### src/rtl/led_mem_rsp.sv
// Single-port RAM responder with a power-up clear sweep; busy is high until every word holds INIT_VAL.
// Optional LED_MEM_DOUT_REG_EN adds a second output register (latency 2 instead of 1).
module led_mem_rsp #(
  parameter int                 DATA_W   = 16,
  parameter int                 ADDR_W   = 4,
  parameter logic [DATA_W-1:0]  INIT_VAL = 16'h0000
) (
  input  logic              clk_g,
  input  logic              rst,
  input  logic              ena,
  input  logic              wea,
  input  logic [ADDR_W-1:0] addra,
  input  logic [DATA_W-1:0] dina,
  output logic [DATA_W-1:0] douta,
  output logic              busy,
  output logic              dbg_state_o
);

  localparam int                DEPTH = 1 << ADDR_W;
  localparam logic [ADDR_W-1:0] LAST  = '1;

  typedef enum logic {
    CLEAR = 1'b0,
    READY = 1'b1
  } state_e;

  state_e            state_q, state_d;
  logic [ADDR_W-1:0] cnt_q, cnt_d;
  logic [DATA_W-1:0] dout_q, dout_d;
  logic [DATA_W-1:0] mem_q [DEPTH];

  logic              mem_we;
  logic [ADDR_W-1:0] mem_waddr;
  logic [DATA_W-1:0] mem_wdata;

  // Handshake: an access is offered when ena=1 and taken at that rising edge
  // only if busy=0; there is no stall once READY, one access per cycle.
  always_comb begin
    state_d   = state_q;
    cnt_d     = cnt_q;
    dout_d    = dout_q;
    mem_we    = 1'b0;
    mem_waddr = cnt_q;
    mem_wdata = INIT_VAL;
    case (state_q)
      CLEAR: begin
        mem_we = 1'b1;
        cnt_d  = cnt_q + 1'b1;
        dout_d = '0;
        if (cnt_q == LAST) state_d = READY;
      end
      READY: begin
        if (ena) begin
          if (wea) begin
            mem_we    = 1'b1;
            mem_waddr = addra;
            mem_wdata = dina;
            dout_d    = dina;
          end else begin
            dout_d = mem_q[addra];
          end
        end
      end
      default: state_d = CLEAR;
    endcase
  end

  always_ff @(posedge clk_g or posedge rst) begin
    if (rst) begin
      state_q <= CLEAR;
      cnt_q   <= '0;
      dout_q  <= '0;
    end else begin
      state_q <= state_d;
      cnt_q   <= cnt_d;
      dout_q  <= dout_d;
    end
  end

  // Array has no reset; its contents come only from the sweep.
  always_ff @(posedge clk_g) begin
    if (mem_we) mem_q[mem_waddr] <= mem_wdata;
  end

`ifdef LED_MEM_DOUT_REG_EN
  logic [DATA_W-1:0] dout_pipe_q;

  always_ff @(posedge clk_g or posedge rst) begin
    if (rst) dout_pipe_q <= '0;
    else     dout_pipe_q <= dout_q;
  end

  assign douta = dout_pipe_q;
`else
  assign douta = dout_q;
`endif

  assign busy        = (state_q == CLEAR);
  assign dbg_state_o = (state_q == READY);

endmodule
### config.mk
export PLATFORM = sky130hd
export DESIGN_NAME = led_mem_rsp
export DESIGN_NICKNAME = d
export VERILOG_FILES = /design/src/rtl/led_mem_rsp.sv
export SDC_FILE = /design/constraint.sdc
export NUM_CORES = 1
export LEC_CHECK = 0
export ABC_CLOCK_PERIOD_IN_PS = 2200
export CAP_MARGIN = 20
export CORE_MARGIN = 4
export CORE_UTILIZATION = 30
export CTS_BUF_LIST = sky130_fd_sc_hd__clkbuf_4 sky130_fd_sc_hd__clkbuf_8
export DETAILED_ROUTE_END_ITERATION = 8
export PLACE_DENSITY = 0.52
export SYNTH_ARGS = -nofsm -noshare
export SYNTH_HDL_FRONTEND = slang
export SYNTH_SLANG_ARGS = --single-unit
### constraint.sdc
create_clock -name clk_g -period 2.2 [get_ports clk_g]
set_input_delay 0.33 -clock clk_g [delete_from_list [all_inputs] [get_ports clk_g]]
set_output_delay 0.33 -clock clk_g [all_outputs]
set_load 0.05 [all_outputs]
==> metrics <==
status completed; initial antenna violation count 0; Final Hold Viols 0; pwr/cell area 809 nW/um^2; clock slew at reported path FFs 70 ps; Setup Crit Path Kind reg -> out; Syn Nets 596; TritonRoute pass-1 iters 5; measured slew at the worst slew-check pin 608 ps; Seq/Total Area, Yosys 75.1%; gpl congestion 0.791; RSZ-0062 raised after global routing no; Cell Count, Final, Fillers Out 1205; Layout area overhead 26.0%; core area 35700 sq um; Fillers 3283; CP Data Required Time 1870 ps; Hold Buf Count CTS 0; total congestion overflow 0; post-DR wirelength/cell 23.0 microns; PortBufs 41; hpwl dp 19000 microns; pin count of the biggest net entering global routing 30; TritonCTS buffer count 45; Worst EP arrival 1780 ps; Synthesis Warnings 0; Clock Path Buffers 3; Worst path top cell family by delay buffers and inverters; final core utilization 38.6%; Synth Instances 571; first-pass GRT wire length 41800 microns; syn_area_per_cell 19.2 sq um; switching share of total power 22.5%; Power Total 0.0112 W; ant diodes 0; Synth cell types 34; worst-skew pair later-pin latency 550 ps; Root Buffer clkbuf_8; Placed Cells 1124; Clock Sinks 277; area of placed instances 12800 sq um; hold crit path type in -> async; Net Sw Power 0.00251 W; commonest non-fill, non-tap cells in the layout edfxtp_1, buf_4, mux4_2; Synth area leaders edfxtp_1, mux4_2, dfrtp_1; worst path buffer plus inverter count 1; Routed Antenna Nets 0; skew final 16.9 ps; Flop pwr share 52.0%; post-synth top area share 70.3%; Setup TNS 0 ps; FP Rows 69; slowest stage delay, CP 860 ps; Routed WL 27700 microns; Pleak 5.11 nW; Tmin final 2110 ps; setup violators final 0; Syn Std Cell Area 10900 sq um; #FFs+latches synth 277; DR vias 5992; DIE HEIGHT 199 microns; drt drc 0; Vias/cell 4.97; Crit. End Element output pin; vias in the first global route 6426; final design area excluding fillers 13800 sq um; Die Wd 199 microns; CP max-delay cell clkdlybuf4s50_1; layout cells sized above 1 31.0%; die area 39600 sq um; H-tree levels 2; most common cell after layout, fill and taps aside edfxtp_1; CTS tree done; Total GRT Usage 14.2%; 1st-iter DRT viols 516; Final #Nets 736; Initial Util 30.6%; Yosys top cell by area edfxtp_1; CP cell instances clkdlybuf4s50_1; f_max 473 MHz; # IOs 42; startpoint types register; Max VDD drop 348 uV; Slew headroom 59.3%; combinational fraction of design power 7.1%; total internal power 0.00865 W; Clk pwr share 40.8%; Final period util 96.1%; MaxCap Viol Count 0; Max Slew Vio Count 0; critical-path maximum fanout 2
==> cells in the mapped netlist <==
master	instances
nand4b_1	1
o211ai_1	10
mux2_2	2
nand3_1	13
nand2_1	13
buf_2	13
buf_4	4
a31oi_1	10
ha_1	1
a221oi_1	6
edfxtp_1	256
dfrtp_1	21
o22a_1	5
nor3b_1	2
o21ai_0	17
clkbuf_1	13
buf_6	1
and3_1	2
nor2b_1	9
nor3_1	3
a22oi_1	6
a32oi_1	2
o21ai_1	1
inv_1	9
a21oi_1	6
or3_1	1
and2_1	17
clkinv_1	2
a221oi_2	1
clkbuf_2	1
mux2i_1	49
xnor2_1	3
mux4_2	50
nor2_1	21
==> registers in the layout, indices dropped and copies added (netlist names) <==
signal,cells
mem_q,256
douta,16
cnt_q,4
dbg_state_o,1
==> through the flow <==
| step | setup slack (ps) | hold WS (ps) |
|---|---|---|
| 3_3_place_gp | -451 | 528 |
| 4_1_cts | 28.8 | 149 |
| 5_1_grt | 5.33 | 189 |
| 6_report | 85.2 | 166 |
| 2_1_floorplan | -92.2 | 306 |
| 3_5_place_dp | -551 | 532 |
==> path summary, 6_finish.rpt <==
path	startpoint	end	slack [ps]	cells past startpoint
min in group clk_g	addra[1]	douta[5]$_DFFE_PP0P_	500	4
max in group asynchronous	rst	dbg_state_o$_DFF_PP0_	1740	3
worst min-delay path	rst	douta[8]$_DFFE_PP0P_	170	3
worst min register to register	douta[11]$_DFFE_PP0P_	douta[11]$_DFFE_PP0P_	540	2
worst max register to register	dbg_state_o$_DFF_PP0_	mem_q[9][7]$_DFFE_PP_	90	6
worst max-delay path	douta[5]$_DFFE_PP0P_	douta[5]	90	1
==> cells by family after synthesis <==
kind of cell	count (synthesis)	synth area share [%]
xor+xnor	3	0.240
flops	277	75.1
compound gates	64	3.95
fa+ha+maj	1	0.114
simple gates	82	3.78
mux	101	15.0
buf+inv	43	1.84
==> final cells by class <==
type,instances,area [sq um],area share (%)
flip-flops and latches,277,8210,59.6
multi-input cells,251,2600,18.9
repair buffers,125,1440,10.4
clock buffers,54,687,4.98
well taps,461,577,4.18
clock inverters,26,228,1.65
inverters,11,41.3,0.300
==> power groups by stage <==
stage,clock network (W),registers [W],logic (W)
2_1_floorplan,0,0.00602,0.000319
3_3_place_gp,0,0.00591,0.000797
3_5_place_dp,0,0.00591,0.000806
4_1_cts,0.00466,0.00581,0.000808
5_1_grt,0.00490,0.00581,0.000850
6_report,0.00455,0.00581,0.000797
==> metal layers <==
metal	up-vias	track usage [%]	share of wire, %
met5	-	0	0
met4	0	3.19	1.8
met3	50	2.69	6.0
met2	210	22.2	46
met1	3129	20.7	46
li1	2603	-	-
==> repair_timing <==
action	CTS	global route
endpoints found under the setup margin	83	16
resized for setup	6	0
buffers inserted	0	1
pin swaps	0	1
gates cloned	0	0
(Power assumes the default switching activity.)
